==> src/rtl/noc_injector.sv <==
// Local-core packet injector: buffers one packet, requests a circuit with a HEADER flit,
// then streams BODY/TAIL flits on ack or backs off exponentially on reject.
package noc_injector_pkg;
   localparam int unsigned COORD_W   = 2;
   localparam int unsigned ADDR_W    = 2 * COORD_W;
   localparam int unsigned PAYLOAD_W = 16;

   typedef struct packed {
      logic [COORD_W-1:0] x;
      logic [COORD_W-1:0] y;
   } addr_t;

   typedef enum logic [1:0] {
      FLIT_NONE   = 2'd0,
      FLIT_HEADER = 2'd1,
      FLIT_BODY   = 2'd2,
      FLIT_TAIL   = 2'd3
   } flit_type_t;

   typedef struct packed {
      addr_t                           dst_addr;
      addr_t                           src_addr;
      logic [PAYLOAD_W-2*ADDR_W-1:0]   rsvd;
   } flit_hdr_t;

   typedef struct packed {
      flit_type_t             flit_type;
      logic [PAYLOAD_W-1:0]   payload;
   } flit_t;

   localparam int unsigned FLIT_W = $bits(flit_t);
endpackage

module noc_injector
   import noc_injector_pkg::*;
#(
   parameter int unsigned X            = 1,
   parameter int unsigned Y            = 1,
   parameter int unsigned MAX_LEN      = 8,
   parameter int unsigned BACKOFF_BASE = 2,
   parameter int unsigned BACKOFF_MAX  = 16,
   parameter int unsigned MAX_RETRIES  = 3
) (
   input  logic                               clk,
   input  logic                               rst,
   input  logic                               req_valid,
   output logic                               req_ready,
   input  logic [ADDR_W-1:0]                  req_dst,
   input  logic [$clog2(MAX_LEN+1)-1:0]       req_len,
   input  logic                               data_valid,
   output logic                               data_ready,
   input  logic [PAYLOAD_W-1:0]               data_in,
   output logic [FLIT_W-1:0]                  flit_o,
   output logic                               enable_o,
   input  logic                               ack_i,
   input  logic                               rej_i,
   output logic                               busy_o,
   output logic                               done_o,
   output logic                               abort_o,
   output logic [$clog2(MAX_RETRIES+1)-1:0]   retries_o,
   output logic                               proto_err_o
);

   localparam int unsigned LEN_W = $clog2(MAX_LEN + 1);
   localparam int unsigned IDX_W = (MAX_LEN > 1) ? $clog2(MAX_LEN) : 1;
   localparam int unsigned RTY_W = $clog2(MAX_RETRIES + 2);
   localparam int unsigned RTO_W = $clog2(MAX_RETRIES + 1);
   localparam int unsigned BO_W  = $clog2(BACKOFF_MAX + 2);

   localparam logic [LEN_W-1:0] LEN_ONE = LEN_W'(1);
   localparam logic [LEN_W-1:0] LEN_MAX = LEN_W'(MAX_LEN);
   localparam logic [RTY_W-1:0] RTY_MAX = RTY_W'(MAX_RETRIES);

   // Diagnostic coordinates must fit the address fields of this fabric.
   if (X >= (1 << COORD_W) || Y >= (1 << COORD_W)) begin : g_bad_xy
      $error("noc_injector: X/Y outside address range");
   end
   if (MAX_LEN < 1) begin : g_bad_len
      $error("noc_injector: MAX_LEN must be at least 1");
   end

   typedef enum logic [2:0] {
      S_IDLE,
      S_LOAD,
      S_REQ,
      S_SEND,
      S_GAP,
      S_BACKOFF
   } state_t;

   state_t                 state;
   logic [PAYLOAD_W-1:0]   pbuf [MAX_LEN];
   addr_t                  dst_q;
   logic [LEN_W-1:0]       len_q;
   logic [LEN_W-1:0]       wcnt;
   logic [LEN_W-1:0]       rcnt;
   logic [RTY_W-1:0]       retries;
   logic [RTY_W-1:0]       retries_n;
   logic [BO_W-1:0]        bo_cnt;

   assign retries_n  = retries + RTY_W'(1);
   assign req_ready  = (state == S_IDLE) && !rst;
   assign data_ready = (state == S_LOAD);

   // Backoff after the r-th reject: BACKOFF_BASE doubled (r-1) times, saturated.
   function automatic logic [BO_W-1:0] backoff_len(input logic [RTY_W-1:0] r);
      int unsigned v;
      v = BACKOFF_BASE;
      for (int unsigned i = 1; i < MAX_RETRIES; i++) begin
         if (i < 32'(r)) v = (v >= BACKOFF_MAX) ? BACKOFF_MAX : (v << 1);
      end
      if (v > BACKOFF_MAX) v = BACKOFF_MAX;
      return BO_W'(v);
   endfunction

   function automatic flit_t hdr_flit(input addr_t d);
      flit_hdr_t h;
      h          = '0;
      h.dst_addr = d;
      hdr_flit.flit_type = FLIT_HEADER;
      hdr_flit.payload   = h;
   endfunction

   function automatic flit_t data_flit(input logic last, input logic [PAYLOAD_W-1:0] w);
      data_flit.flit_type = last ? FLIT_TAIL : FLIT_BODY;
      data_flit.payload   = w;
   endfunction

   always_ff @(posedge clk or posedge rst) begin
      if (rst) begin
         state       <= S_IDLE;
         dst_q       <= '0;
         len_q       <= '0;
         wcnt        <= '0;
         rcnt        <= '0;
         retries     <= '0;
         bo_cnt      <= '0;
         flit_o      <= '0;
         enable_o    <= 1'b0;
         busy_o      <= 1'b0;
         done_o      <= 1'b0;
         abort_o     <= 1'b0;
         retries_o   <= '0;
         proto_err_o <= 1'b0;
         for (int i = 0; i < MAX_LEN; i++) pbuf[i] <= '0;
      end else begin
         done_o  <= 1'b0;
         abort_o <= 1'b0;
         unique case (state)
            S_IDLE: begin
               if (req_valid) begin
                  dst_q     <= addr_t'(req_dst);
                  len_q     <= (req_len == '0)     ? LEN_ONE :
                               (req_len > LEN_MAX) ? LEN_MAX : req_len;
                  wcnt      <= '0;
                  retries   <= '0;
                  retries_o <= '0;
                  busy_o    <= 1'b1;
                  state     <= S_LOAD;
               end
            end
            S_LOAD: begin
               if (data_valid) begin
                  pbuf[IDX_W'(wcnt)] <= data_in;
                  wcnt               <= wcnt + LEN_ONE;
                  if (wcnt == len_q - LEN_ONE) begin
                     enable_o <= 1'b1;
                     flit_o   <= hdr_flit(dst_q);
                     state    <= S_REQ;
                  end
               end
            end
            S_REQ: begin
               if (rej_i) begin
                  retries   <= retries_n;
                  retries_o <= (retries_n > RTY_MAX) ? RTO_W'(MAX_RETRIES) : RTO_W'(retries_n);
                  enable_o  <= 1'b0;
                  flit_o    <= '0;
                  if (retries_n > RTY_MAX) begin
                     abort_o <= 1'b1;
                     busy_o  <= 1'b0;
                     state   <= S_IDLE;
                  end else begin
                     bo_cnt <= backoff_len(retries_n);
                     state  <= S_BACKOFF;
                  end
               end else if (ack_i) begin
                  flit_o <= data_flit(len_q == LEN_ONE, pbuf[0]);
                  rcnt   <= LEN_ONE;
                  state  <= S_SEND;
               end
            end
            S_SEND: begin
               // rcnt is the index of the next flit; rcnt==1 means the first SEND cycle.
               if ((rcnt != LEN_ONE && !ack_i) || rej_i) proto_err_o <= 1'b1;
               if (rcnt == len_q) begin
                  enable_o <= 1'b0;
                  flit_o   <= '0;
                  done_o   <= 1'b1;
                  state    <= S_GAP;
               end else begin
                  flit_o <= data_flit(rcnt == len_q - LEN_ONE, pbuf[IDX_W'(rcnt)]);
                  rcnt   <= rcnt + LEN_ONE;
               end
            end
            S_GAP: begin
               busy_o <= 1'b0;
               state  <= S_IDLE;
            end
            S_BACKOFF: begin
               if (bo_cnt <= BO_W'(1)) begin
                  enable_o <= 1'b1;
                  flit_o   <= hdr_flit(dst_q);
                  state    <= S_REQ;
               end else begin
                  bo_cnt <= bo_cnt - BO_W'(1);
               end
            end
            default: state <= S_IDLE;
         endcase
      end
   end

endmodule

==> config.mk <==
export PLATFORM = sky130hd
export DESIGN_NAME = noc_injector
export DESIGN_NICKNAME = d
export VERILOG_FILES = /design/src/rtl/noc_injector.sv
export SDC_FILE = /design/constraint.sdc
export NUM_CORES = 1
export LEC_CHECK = 0
export ABC_AREA = 1
export CAP_MARGIN = 40
export CELL_PAD_IN_SITES_DETAIL_PLACEMENT = 1
export CELL_PAD_IN_SITES_GLOBAL_PLACEMENT = 1
export CORE_UTILIZATION = 48
export DETAILED_ROUTE_END_ITERATION = 7
export GPL_TIMING_DRIVEN = 1
export PLACE_DENSITY = 0.82
export SETUP_SLACK_MARGIN = 0.05
export SLEW_MARGIN = 10
export SYNTH_ARGS = -nofsm -noshare
export SYNTH_HDL_FRONTEND = slang
export SYNTH_SLANG_ARGS = --single-unit
export TNS_END_PERCENT = 20
==> constraint.sdc <==
create_clock -name clk -period 20.1 [get_ports clk]
set_input_delay 6.03 -clock clk [delete_from_list [all_inputs] [get_ports clk]]
set_output_delay 6.03 -clock clk [all_outputs]
set_load 0.05 [all_outputs]
; Word level (Yosys, flattened, before mapping)
; Cells that the tools add are included.
[word_totals]
reg_bits = 180
in_bits = 30
out_inout_bits = 27
elab_cells = 157
[classes]
add_sub_neg = 5
n_lt_le_gt_ge = 10
eq_ne = 23
n_mux = 69
bitwise_logic = 2
reduce_logical = 25
[ops]
columns = operator, n
row1 = 32-bit 2-to-1 mux, 8
row2 = 128-bit bitwise mux, 1
row3 = 18-bit 2-to-1 mux, 6
row4 = 18-bit case mux with 4 select lines, 1
row5 = 16-bit binary-select mux with 3-bit select, 1
row6 = 16-bit demux with 3-bit select, 1
row7 = 16-bit 2-to-1 mux, 3
row8 = 3-bit 2-to-1 mux, 11
row9 = "32-bit by 5-bit greater-or-equal comparator with 1-bit output, second input constant", 1
row10 = "32-bit by 5-bit greater-than comparator with 1-bit output, second input constant", 1
row11 = 4-bit 2-to-1 mux, 7
row12 = "2-bit inequality test, second input constant", 11
row13 = 5-bit 2-to-1 mux, 4
row14 = 4-bit case mux with 2 select lines, 2
row15 = 1-bit 2-to-1 mux, 15
row16 = 3-bit case mux with 5 select lines, 1
row17 = 4-bit equality test, 3
row18 = 4-bit AND reduction, 3
row19 = 6-bit AND reduction, 2
row20 = 5-bit case mux with 2 select lines, 1
row21 = "4-bit by 1-bit adder with 4-bit output, second input constant", 2
row22 = "4-bit greater-or-equal comparator, second input constant", 2
row23 = 3-bit inverter with 4-bit output, 2
row24 = 2-bit nonzero test, 4
row25 = 31 further kinds, 41

; Logic depth before layout (Yosys ltp)
[logic_depth]
word_depth = 17
ltp_mapped = 14

; Worst setup path before layout
; Ideal clock, no wire load.
[synth_timing]
path_type = input to output
start = input port rst
end = output port req_ready
arrival_ns = 6.684
t_required_ns = 14.070
setup_slack_ns = 7.386
path_stages = 1
path_buffers = 0
path_cell_list = nor2_1
[synth_between]
elab_chain_len = 2
[synth_lines]
columns = item, line
row1 = from (decl), 45  ; input logic rst,
row2 = 1-bit zero test (no line), --
row3 = 1-bit logical AND, 102  ; assign req_ready = (state == S_IDLE) && !rst;
row4 = to (decl), 47  ; output logic req_ready,
; Every way passes these cells.

; Final worst setup path
; Ends and elaborated chain as after synthesis.

==> flow_summary.yaml <==
detailed_routing:
  vias: 7563
  routed_wl_um: 25840
  drt_iter0_drc: 527
  drc_errors: 0
  drt-vias-per-instance: 5.590
  dr.pass1.iters: 6
  antenna_left: 0
  avgRoutedWirePerCell_um: 19.09
clock_tree:
  cts_sinks: 180
  clockBufferDepth: 2
  htreeDepth: 4
  post_cts_buffers: 0
  clock-root-buffer: "clkbuf_16"
  cts.repair.resized: 0
  cts_made_buffers: 17
  cts.clk_slew.worst_paths_ps: 70
  postCtsHoldBufs: 0
  clock_latency_ps: 440
  cts_tree: "done"
worst_hold_path:
  worstHoldPathCells: 2
  hold_path_end: "pbuf[14]"
  worstHoldStart: "pbuf[14]"
  hold_path.class: "register to register"
final_layout:
  layout_common_cells: "nand2_1, o21ai_0, dfrtp_1"
  nFillCells: 2144
  drive_gt1_share_pct: 6.028
  multi_input_area_um2: 3590
  final_nets: 1154
  antenna_cells: 0
  regArea_um2: 4507
  final_common_cell: "nand2_1"
  post-route-util_pct: 57.89
  area_growth_pct: 17.28
critical_path:
  critPathKind: "input pin to output pin"
  end_kind: "output pin"
  startpoint_type: "input pin"
  critical_path_arrival_ps: 7450
  crit-reg2reg-launch: "rcnt[2]"
  crit_top_cell: "clkdlybuf4s50_1"
  r2r-end: "flit_o[9]"
  slowest_stage: "clkdlybuf4s50_1"
  worstPathCellList: "clkdlybuf4s50_1, nor2_1, clkdlybuf4s50_1"
  cp_max_fo: 2
  r2r_cells: 12
  r2r_slack_ps: 16910
  cp_slowest_stage_delay_ps: 800
  critPathRequiredTime_ps: 14070
pwr:
  power_leakage_nw: 4.860
  pwr-share-comb_pct: 42.9
  powerDensity_nw_per_um2: 158.7
  pwr-share-clk_pct: 21.3
  power.total_mw: 1.600
  p_int_uw: 894.0
  p_switching_uw: 705.6
  seq_power_share_pct: 35.8
  switching_share_pct: 44.11
  ir_drop_mv: 0.09249
floorplanning:
  core_area_um2: 17420
  die_x_um: 135.8
  ios: 57
  dieArea_um2: 18450
  rows: 48
  fp.dieH_um: 135.8
  start_util_pct: 49.36
global_route:
  grt_first_pass_wirelength_um: 42300
  grt.overflow.total: 0
  antenna_found_initial: 0
  met3_usage_pct: 4.698
  use_met1_pct: 38.16
  grt.met2_usage_pct: 51.47
  grt_max_degree: 85
  grt_pass1_vias: 8012
  grt_usage_pct: 30.15
  busiest_layer: "met2"
logic_synthesis:
  ys_seq_area_share_pct: 52.39
  syn_nets: 1117
  synth_area_per_cell_um2: 7.975
  syn_area_um2: 8597
  synth.distinct_cells: 35
  synth_edf_count: 0
  yosysWarningCount: 0
  ys_ff_latch: 180
  synth-main-ff-cell: "dfrtp_1"
  async_flop_share_pct: 100.0
  syn_inst: 1078
placed_design:
  place_congestion: 0.8476
  io_buffers: 56
  hpwl_um: 16190
sta:
  drv_slew: 0
  hold_viol_final: 0
  slew_headroom_pct: 40.56
  min_period_over_period_pct: 67.08
  tns_ps: 0
  min_period_ps: 13480
  max_freq_mhz: 74.16
  skew_ps: 7.527
  finalSetupViolations: 0
  rsz0062_at_grt: "false"
  tightest_slew_ps: 888.3
run_status:
  status: "completed"
flow_run:
  maxCapViolCount: 0
worst max-delay path: cells and delay by family:
family,cells,cell delay (ps)
buf+inv,2,1280
simple gates,1,140
Yosys cell counts (2+ instances only):
cell	instances	area share (%)
o31ai_1	2	0.17
o21ai_0	189	11
o211ai_1	25	2.2
buf_1	3	0.13
or2_2	2	0.15
nand4_2	5	0.73
nand4_1	8	0.58
a21oi_1	7	0.41
xnor2_1	3	0.31
nand2_2	3	0.22
o22ai_1	5	0.36
dfrtp_1	180	52
o21bai_1	3	0.26
nand2_1	339	15
xor2_1	8	0.82
clkinv_1	2	0.087
ha_1	9	1.3
buf_2	3	0.17
nand3_1	49	2.9
clkbuf_1	46	2.0
nor2_2	2	0.15
o21ai_1	7	0.41
nor2_1	94	4.1
inv_1	73	3.2
stage by stage:
stage | cells | setup WS, ps | instance area (um^2) | hold slack (ps)
detailed placement | 1321 | 6599 | 9493 | 467.8
global placement | 1313 | 6615 | 9289 | 459.9
floorplan | 1078 | 7386 | 8597 | 442.2
CTS | 1353 | 6598 | 10080 | 485.0
global route | 1353 | 6525 | 10080 | 504.0
finish | 1353 | 6616 | 10080 | 479.9
cell families (layout without fill, tap and decap cells):
| family | count (synthesis) | in the layout | synth area share (%) |
|---|---|---|---|
| compound gates | 243 | 243 | 15.35 |
| xor+xnor | 11 | 11 | 1.121 |
| flops | 180 | 180 | 52.39 |
| simple gates | 505 | 505 | 23.97 |
| buf+inv | 130 | 180 | 5.851 |
| fa+ha+maj | 9 | 9 | 1.310 |
layer usage:
| metal | share of wire (%) | wire (um) |
|---|---|---|
| met1 | 44 | 11390 |
| met4 | 2.8 | 712 |
| met3 | 3.6 | 938 |
| met5 | 0 | 0 |
| met2 | 50 | 12790 |
sequential cells by signal (all words and copies together), names as in the netlist:
register,flops
pbuf,128
flit_o,18
bo_cnt,5
dst_q,4
len_q,4
rcnt,4
wcnt,4
retries,3
state,3
retries_o,2
abort_o,1
busy_o,1
done_o,1
enable_o,1
proto_err_o,1
power groups by stage:
stage               clock, mW  sequential, mW  combinational [mW]
CTS                     0.345           0.571               0.690
global route            0.358           0.587               0.767
finish                  0.341           0.572               0.686
floorplan                   0           0.621               0.419
global placement            0           0.568               0.639
detailed placement          0           0.574               0.675
area by class of cell:
type | instances | share of cell area [%]
Sequential cell | 180 | 44.70
Multi-Input combinational cell | 768 | 35.60
Tap cell | 225 | 2.792
Timing Repair Buffer | 72 | 8.178
Clock buffer | 19 | 4.393
Clock inverter | 13 | 1.452
Inverter | 76 | 2.879
worst max path at each step:
stage	startpoint	end	slack [ps]	depth (start not counted)
2_1_floorplan	rst	req_ready	7390	1
3_3_place_gp	rst	req_ready	6610	3
3_5_place_dp	rst	req_ready	6600	3
4_1_cts	rst	req_ready	6600	3
5_1_grt	rst	req_ready	6520	3
6_report	rst	req_ready	6620	3
Note: power is estimated with default switching activity, not from simulation.
